[src/rtl/eth_tx_sched.sv]
// eth_tx_sched: round-robin scheduler in front of the RMII TX controller.
// Pulses a start per grant, detects completion, enforces the IFG and a watchdog.
module eth_tx_sched #(
  parameter int pNum_Req     = 4,
  parameter int pIFG_Cnt     = 48,
  parameter int pTimeout_Cnt = 4095,
  parameter int pIdle_Code   = 0
) (
  input  logic                Clk,
  input  logic                Rst,
  input  logic [pNum_Req-1:0] Req,
  input  logic [3:0]          Tx_Ctrl_FSM_State,
  output logic                Eth_En,
  output logic [pNum_Req-1:0] Grant,
  output logic [2:0]          Grant_Id,
  output logic                Busy,
  output logic                Done,
  output logic                Timeout_Err
);
  localparam int WD_W  = $clog2(pTimeout_Cnt + 1);
  localparam int IFG_W = $clog2(pIFG_Cnt + 1);
  localparam logic [3:0] IDLE_CODE = 4'(pIdle_Code);

  typedef enum logic [1:0] {S_IDLE, S_WAIT_ACK, S_ACTIVE, S_IFG} state_t;

  state_t              state, state_nxt;
  logic [2:0]          ptr, ptr_nxt;
  logic [WD_W-1:0]     wd, wd_nxt;
  logic [IFG_W-1:0]    ifg_cnt, ifg_nxt;
  logic                eth_en_nxt, busy_nxt, done_nxt, to_nxt;
  logic [pNum_Req-1:0] grant_nxt;
  logic [2:0]          grant_id_nxt;

  logic tx_idle, wd_exp, ifg_last, req_any;
  assign tx_idle  = (Tx_Ctrl_FSM_State == IDLE_CODE);
  assign wd_exp   = (wd == WD_W'(pTimeout_Cnt - 1));
  assign ifg_last = (ifg_cnt == IFG_W'(pIFG_Cnt - 1));
  assign req_any  = |Req;

  // Rotate the doubled request vector so bit 0 is the pointer position;
  // the lowest set bit is the winner's offset from the pointer.
  logic [2*pNum_Req-1:0] req_rot;
  logic [3:0]            off, win_sum;
  logic [2:0]            win;
  always_comb begin
    req_rot = {Req, Req} >> ptr;
    off     = '0;
    for (int i = 2*pNum_Req-1; i >= 0; i--)
      if (req_rot[i]) off = 4'(i);
    win_sum = {1'b0, ptr} + off;
    win     = (win_sum >= 4'(pNum_Req)) ? 3'(win_sum - 4'(pNum_Req)) : win_sum[2:0];
  end

  always_ff @(posedge Clk) begin
    if (Rst) begin
      state       <= S_IDLE;
      ptr         <= '0;
      wd          <= '0;
      ifg_cnt     <= '0;
      Eth_En      <= 1'b0;
      Grant       <= '0;
      Grant_Id    <= '0;
      Busy        <= 1'b0;
      Done        <= 1'b0;
      Timeout_Err <= 1'b0;
    end else begin
      state       <= state_nxt;
      ptr         <= ptr_nxt;
      wd          <= wd_nxt;
      ifg_cnt     <= ifg_nxt;
      Eth_En      <= eth_en_nxt;
      Grant       <= grant_nxt;
      Grant_Id    <= grant_id_nxt;
      Busy        <= busy_nxt;
      Done        <= done_nxt;
      Timeout_Err <= to_nxt;
    end
  end

  always_comb begin
    state_nxt = state;
    case (state)
      S_IDLE:     if (req_any) state_nxt = S_WAIT_ACK;
      S_WAIT_ACK: if (wd_exp) state_nxt = S_IFG;
                  else if (!tx_idle) state_nxt = S_ACTIVE;
      S_ACTIVE:   if (tx_idle || wd_exp) state_nxt = S_IFG;
      S_IFG:      if (ifg_last) state_nxt = S_IDLE;
      default:    state_nxt = S_IDLE;
    endcase
  end

  // Next values for the registered outputs and counters.
  always_comb begin
    eth_en_nxt   = 1'b0;
    done_nxt     = 1'b0;
    to_nxt       = 1'b0;
    grant_nxt    = Grant;
    grant_id_nxt = Grant_Id;
    busy_nxt     = Busy;
    ptr_nxt      = ptr;
    wd_nxt       = wd;
    ifg_nxt      = ifg_cnt;
    case (state)
      S_IDLE: begin
        if (req_any) begin
          grant_nxt    = {{(pNum_Req-1){1'b0}}, 1'b1} << win;
          grant_id_nxt = win;
          eth_en_nxt   = 1'b1;
          busy_nxt     = 1'b1;
          wd_nxt       = '0;
          ptr_nxt      = (win == 3'(pNum_Req - 1)) ? 3'd0 : win + 3'd1;
        end
      end
      S_WAIT_ACK: begin
        wd_nxt = wd + WD_W'(1);
        if (wd_exp) begin
          to_nxt    = 1'b1;
          grant_nxt = '0;
          ifg_nxt   = '0;
        end
      end
      S_ACTIVE: begin
        wd_nxt = wd + WD_W'(1);
        // Completion wins over a watchdog expiry on the same cycle.
        if (tx_idle) begin
          done_nxt  = 1'b1;
          grant_nxt = '0;
          ifg_nxt   = '0;
        end else if (wd_exp) begin
          to_nxt    = 1'b1;
          grant_nxt = '0;
          ifg_nxt   = '0;
        end
      end
      S_IFG: begin
        if (ifg_last) busy_nxt = 1'b0;
        else          ifg_nxt  = ifg_cnt + IFG_W'(1);
      end
      default: ;
    endcase
  end
endmodule
[config.mk]
export PLATFORM = sky130hd
export DESIGN_NAME = eth_tx_sched
export DESIGN_NICKNAME = d
export VERILOG_FILES = /design/src/rtl/eth_tx_sched.sv
export SDC_FILE = /design/constraint.sdc
export NUM_CORES = 1
export LEC_CHECK = 0
export CAP_MARGIN = 20
export CELL_PAD_IN_SITES_DETAIL_PLACEMENT = 1
export CELL_PAD_IN_SITES_GLOBAL_PLACEMENT = 2
export CORE_ASPECT_RATIO = 0.8
export CORE_MARGIN = 4
export CORE_UTILIZATION = 30
export CTS_BUF_LIST = sky130_fd_sc_hd__clkbuf_16
export DETAILED_ROUTE_END_ITERATION = 12
export HOLD_SLACK_MARGIN = 0.1
export PLACE_DENSITY = 0.82
export SLEW_MARGIN = 30
export SYNTH_ARGS = -nofsm -noshare
export SYNTH_HDL_FRONTEND = slang
export SYNTH_SLANG_ARGS = --single-unit
export TNS_END_PERCENT = 5
[constraint.sdc]
create_clock -name Clk -period 4.5 [get_ports Clk]
set_input_delay 0.675 -clock Clk [delete_from_list [all_inputs] [get_ports Clk]]
set_output_delay 0.675 -clock Clk [all_outputs]
set_load 0.005 [all_outputs]
==> results.yml, run 1 <==
die:
  die-area_mm2: 0.00796
  core-area_mm2: 0.00638
  initial_utilization_pct: 31.0
  rows: 26
  die_h_um: 80.6
  ioPinCount: 21
  die_x_um: 98.7
worst_setup_path:
  endpoint_kind: "flip-flop"
  cpMaxStageDelayCell: "clkdlybuf4s50_1"
  reg2reg_depth: 13
  crit_required_ps: 4690
  critPathCapture: "ptr[2]"
  critPathLaunch: "Req[2]"
  r2r_setup_slack_ps: 1010
  reg2reg_to: "ptr[2]"
  critPathLaunchType: "input port"
  cp_max_fo: 6
  arrival_ps: 4150
  critPathMaxStageDelay_ps: 630
  worstSetupPathType: "input port to flip-flop"
  crit_family: "compound AO/OA/AOI/OAI gates"
  path_buf_inv: 2
  crit_chain: "clkdlybuf4s50_1 -> nor2_1 -> o2bb2ai_1 -> a2bb2oi_1 -> o22ai_1 -> o22ai_1 -> ha_1 -> fa_1 -> inv_1 -> ha_1 -> a2111oi_0 -> o2bb2ai_1 -> or3_1 -> a21oi_1"
  cp.depth: 14
  reg2reg_from: "ptr[0]"
cells_and_area:
  diodes: 0
  final_cell_mix: "34 x dfxtp_1, 33 x nor2_1, 21 x nand2_1"
  final_common_cell: "dfxtp_1"
  fin_util_pct: 37.5
  syn2layout_area_growth_pct: 21.1
  drive_above_1_share_pct: 5.16
  final_net_count: 279
pwr:
  peakVddDrop_mv: 0.225
  p_per_area_mw_per_mm2: 589
  leakagePower_uw: 0.000914
clocking:
  holdBufCountCts: 0
  cts_buffers: 5
  cts.sinks: 34
  cts_htree_levels: 2
  ctsLongestPathBuffers: 2
  cts_resized: 0
  root_buffer: "clkbuf_16"
  clk_latency_ps: 270
  post_cts_buffers: 0
  path_clk_slew_ps: 50
  cts_tree: "yes"
yosys:
  synth.distinct_cells: 51
  synth_area_leaders: "dfxtp_1 34%, ha_1 11%, nor2_1 6.3%"
  synth_flop_cell: "dfxtp_1"
  synth_top_family_by_area: "simple AND/OR/NAND/NOR gates"
  synth-seq-area-share_pct: 34.5
  synth_top_area_cell: "dfxtp_1"
  async_flop_share_pct: 0
  synth-compound-area-share_pct: 20.5
  synthCells: 230
  ys_ff_latch: 34
  syn-cell-area_mm2: 0.00198
  yosysWarnings: 0
  syn_area_per_cell_um2: 8.59
  synth_top_cell_area_share_pct: 34.5
  synth-xor-area-share_pct: 5.32
  yosys.area_share.simple_pct: 22.7
  synthAdderAreaFrac_pct: 11.8
  synthMuxAreaShare_pct: 1.52
  synth_edf_count: 0
timing:
  max_freq_ghz: 0.252
  setup_viol: 0
  worst_pin_slew_ps: 844
  fin_setup_tns_ps: 0
  fin_skew_ps: 2.53
  drv_slew: 0
  rsz0062_at_grt: "no"
  period_needed_ps: 3960
  whs_ps: 459
  hold_violations: 0
  period_share_pct: 88.1
  max_slew_margin_pct: 43.6
  worst_slack_ps: 537
run:
  max-cap-violations: 0
global_routing:
  grt_pass1_wl_um: 8120
  track_usage_pct: 12.6
  antenna_found_initial: 0
  grt_pass1_vias: 1664
  grt_max_degree: 24
  grt-ovfl-total: 0
routing:
  ant_nets: 0
  vias_per_cell: 4.90
  drtIter0Drc: 42
  routedWlPerCell_um: 13.8
  vias: 1646
  wirelength_um: 4630
  drc_errors: 0
  dr.pass1.iters: 4
place:
  post-place-ws_ps: 256
  gp_congestion: 0.757
  hpwl_um: 3510
  numPortBuffers: 20
min_path:
  hold_path.class: "flip-flop to flip-flop"
status:
  outcome: "completed"
-- logic make-up after synthesis --
group,after synthesis
and+or+nand+nor,88
buffers and inverters,18
DFF,34
muxes,3
xor gates and xnor gates,12
adders and majority gates,18
AOI/OAI and AO/OA,56
other,1
-- layout make-up --
| class | count | area [um^2] |
|---|---|---|
| clock buffer | 5 | 125 |
| inverter | 11 | 41.3 |
| multi-input combinational | 179 | 1230 |
| clock inverter | 3 | 11.3 |
| sequential | 34 | 681 |
| fill | 786 | 3980 |
| timing repair buffer | 20 | 200 |
| tap | 84 | 105 |
-- layer usage --
| layer | GRT usage [%] | up-vias | wire length (um) |
|---|---|---|---|
| met5 | 0 | - | 0 |
| met3 | 3.21 | 5 | 131 |
| li1 | - | 853 | - |
| met1 | 17.0 | 775 | 2410 |
| met2 | 19.6 | 13 | 2030 |
| met4 | 4.50 | 0 | 57 |
-- flip-flops by register name, summed over array words and instances, names as in the netlist --
signal,flops
Busy,1
Done,1
Eth_En,1
Grant,4
Grant_Id,3
Timeout_Err,1
ifg_cnt,6
ptr,3
state,2
wd,12
-- worst min-delay path by stage --
| stage | depth (start not counted) | to | slack (ps) | startpoint |
|---|---|---|---|---|
| 6_report | 2 | Grant_Id[1] | 460 | Grant_Id[1] |
| 5_1_grt | 2 | Grant_Id[1] | 490 | Grant_Id[1] |
| 4_1_cts | 2 | Grant_Id[1] | 460 | Grant_Id[1] |
| 3_5_place_dp | 2 | Grant_Id[0] | 460 | Grant_Id[0] |
| 3_3_place_gp | 2 | Grant_Id[0] | 450 | Grant_Id[0] |
| 2_1_floorplan | 2 | Grant_Id[0] | 450 | Grant_Id[0] |
-- synthesized netlist by cell type (3+ instances only) --
master	number
a21oi_1	16
nor2_1	33
xnor2_1	4
a22o_1	3
nor2b_1	4
xor2_1	8
o2bb2ai_1	4
dfxtp_1	34
clkbuf_1	4
inv_1	11
o21ai_0	6
nand3_1	5
nor3_1	5
ha_1	17
a211oi_1	3
mux2i_1	3
nand4_1	3
nand2_1	21
nand2b_1	4
-- through the flow --
step | power (uW) | std cells | cell area, um^2
floorplan | 896 | 231 | 1980
global placement | 1090 | 328 | 2260
detailed placement | 1100 | 328 | 2260
CTS | 1430 | 336 | 2390
global route | 1540 | 336 | 2390
finish | 1410 | 336 | 2390
-- worst min-delay path, cell delays in order, from the launching register on --
cell and delay (ps):
dfxtp_1 310, nand2_1 50, a21oi_1 50
-- power breakdown --
part / switching [uW] / internal (uW)
clock network: 119 / 199
registers: 59.9 / 360
logic: 379 / 293
total: 558 / 852
Power figures use the tool's default switching activity.
==> inputs of run 2 (changes only) <==
- CTS_CLUSTER_SIZE: unset -> 14
==> results of run 2 <==
The final DEF is identical to that of run 1; final timing and power are the same.
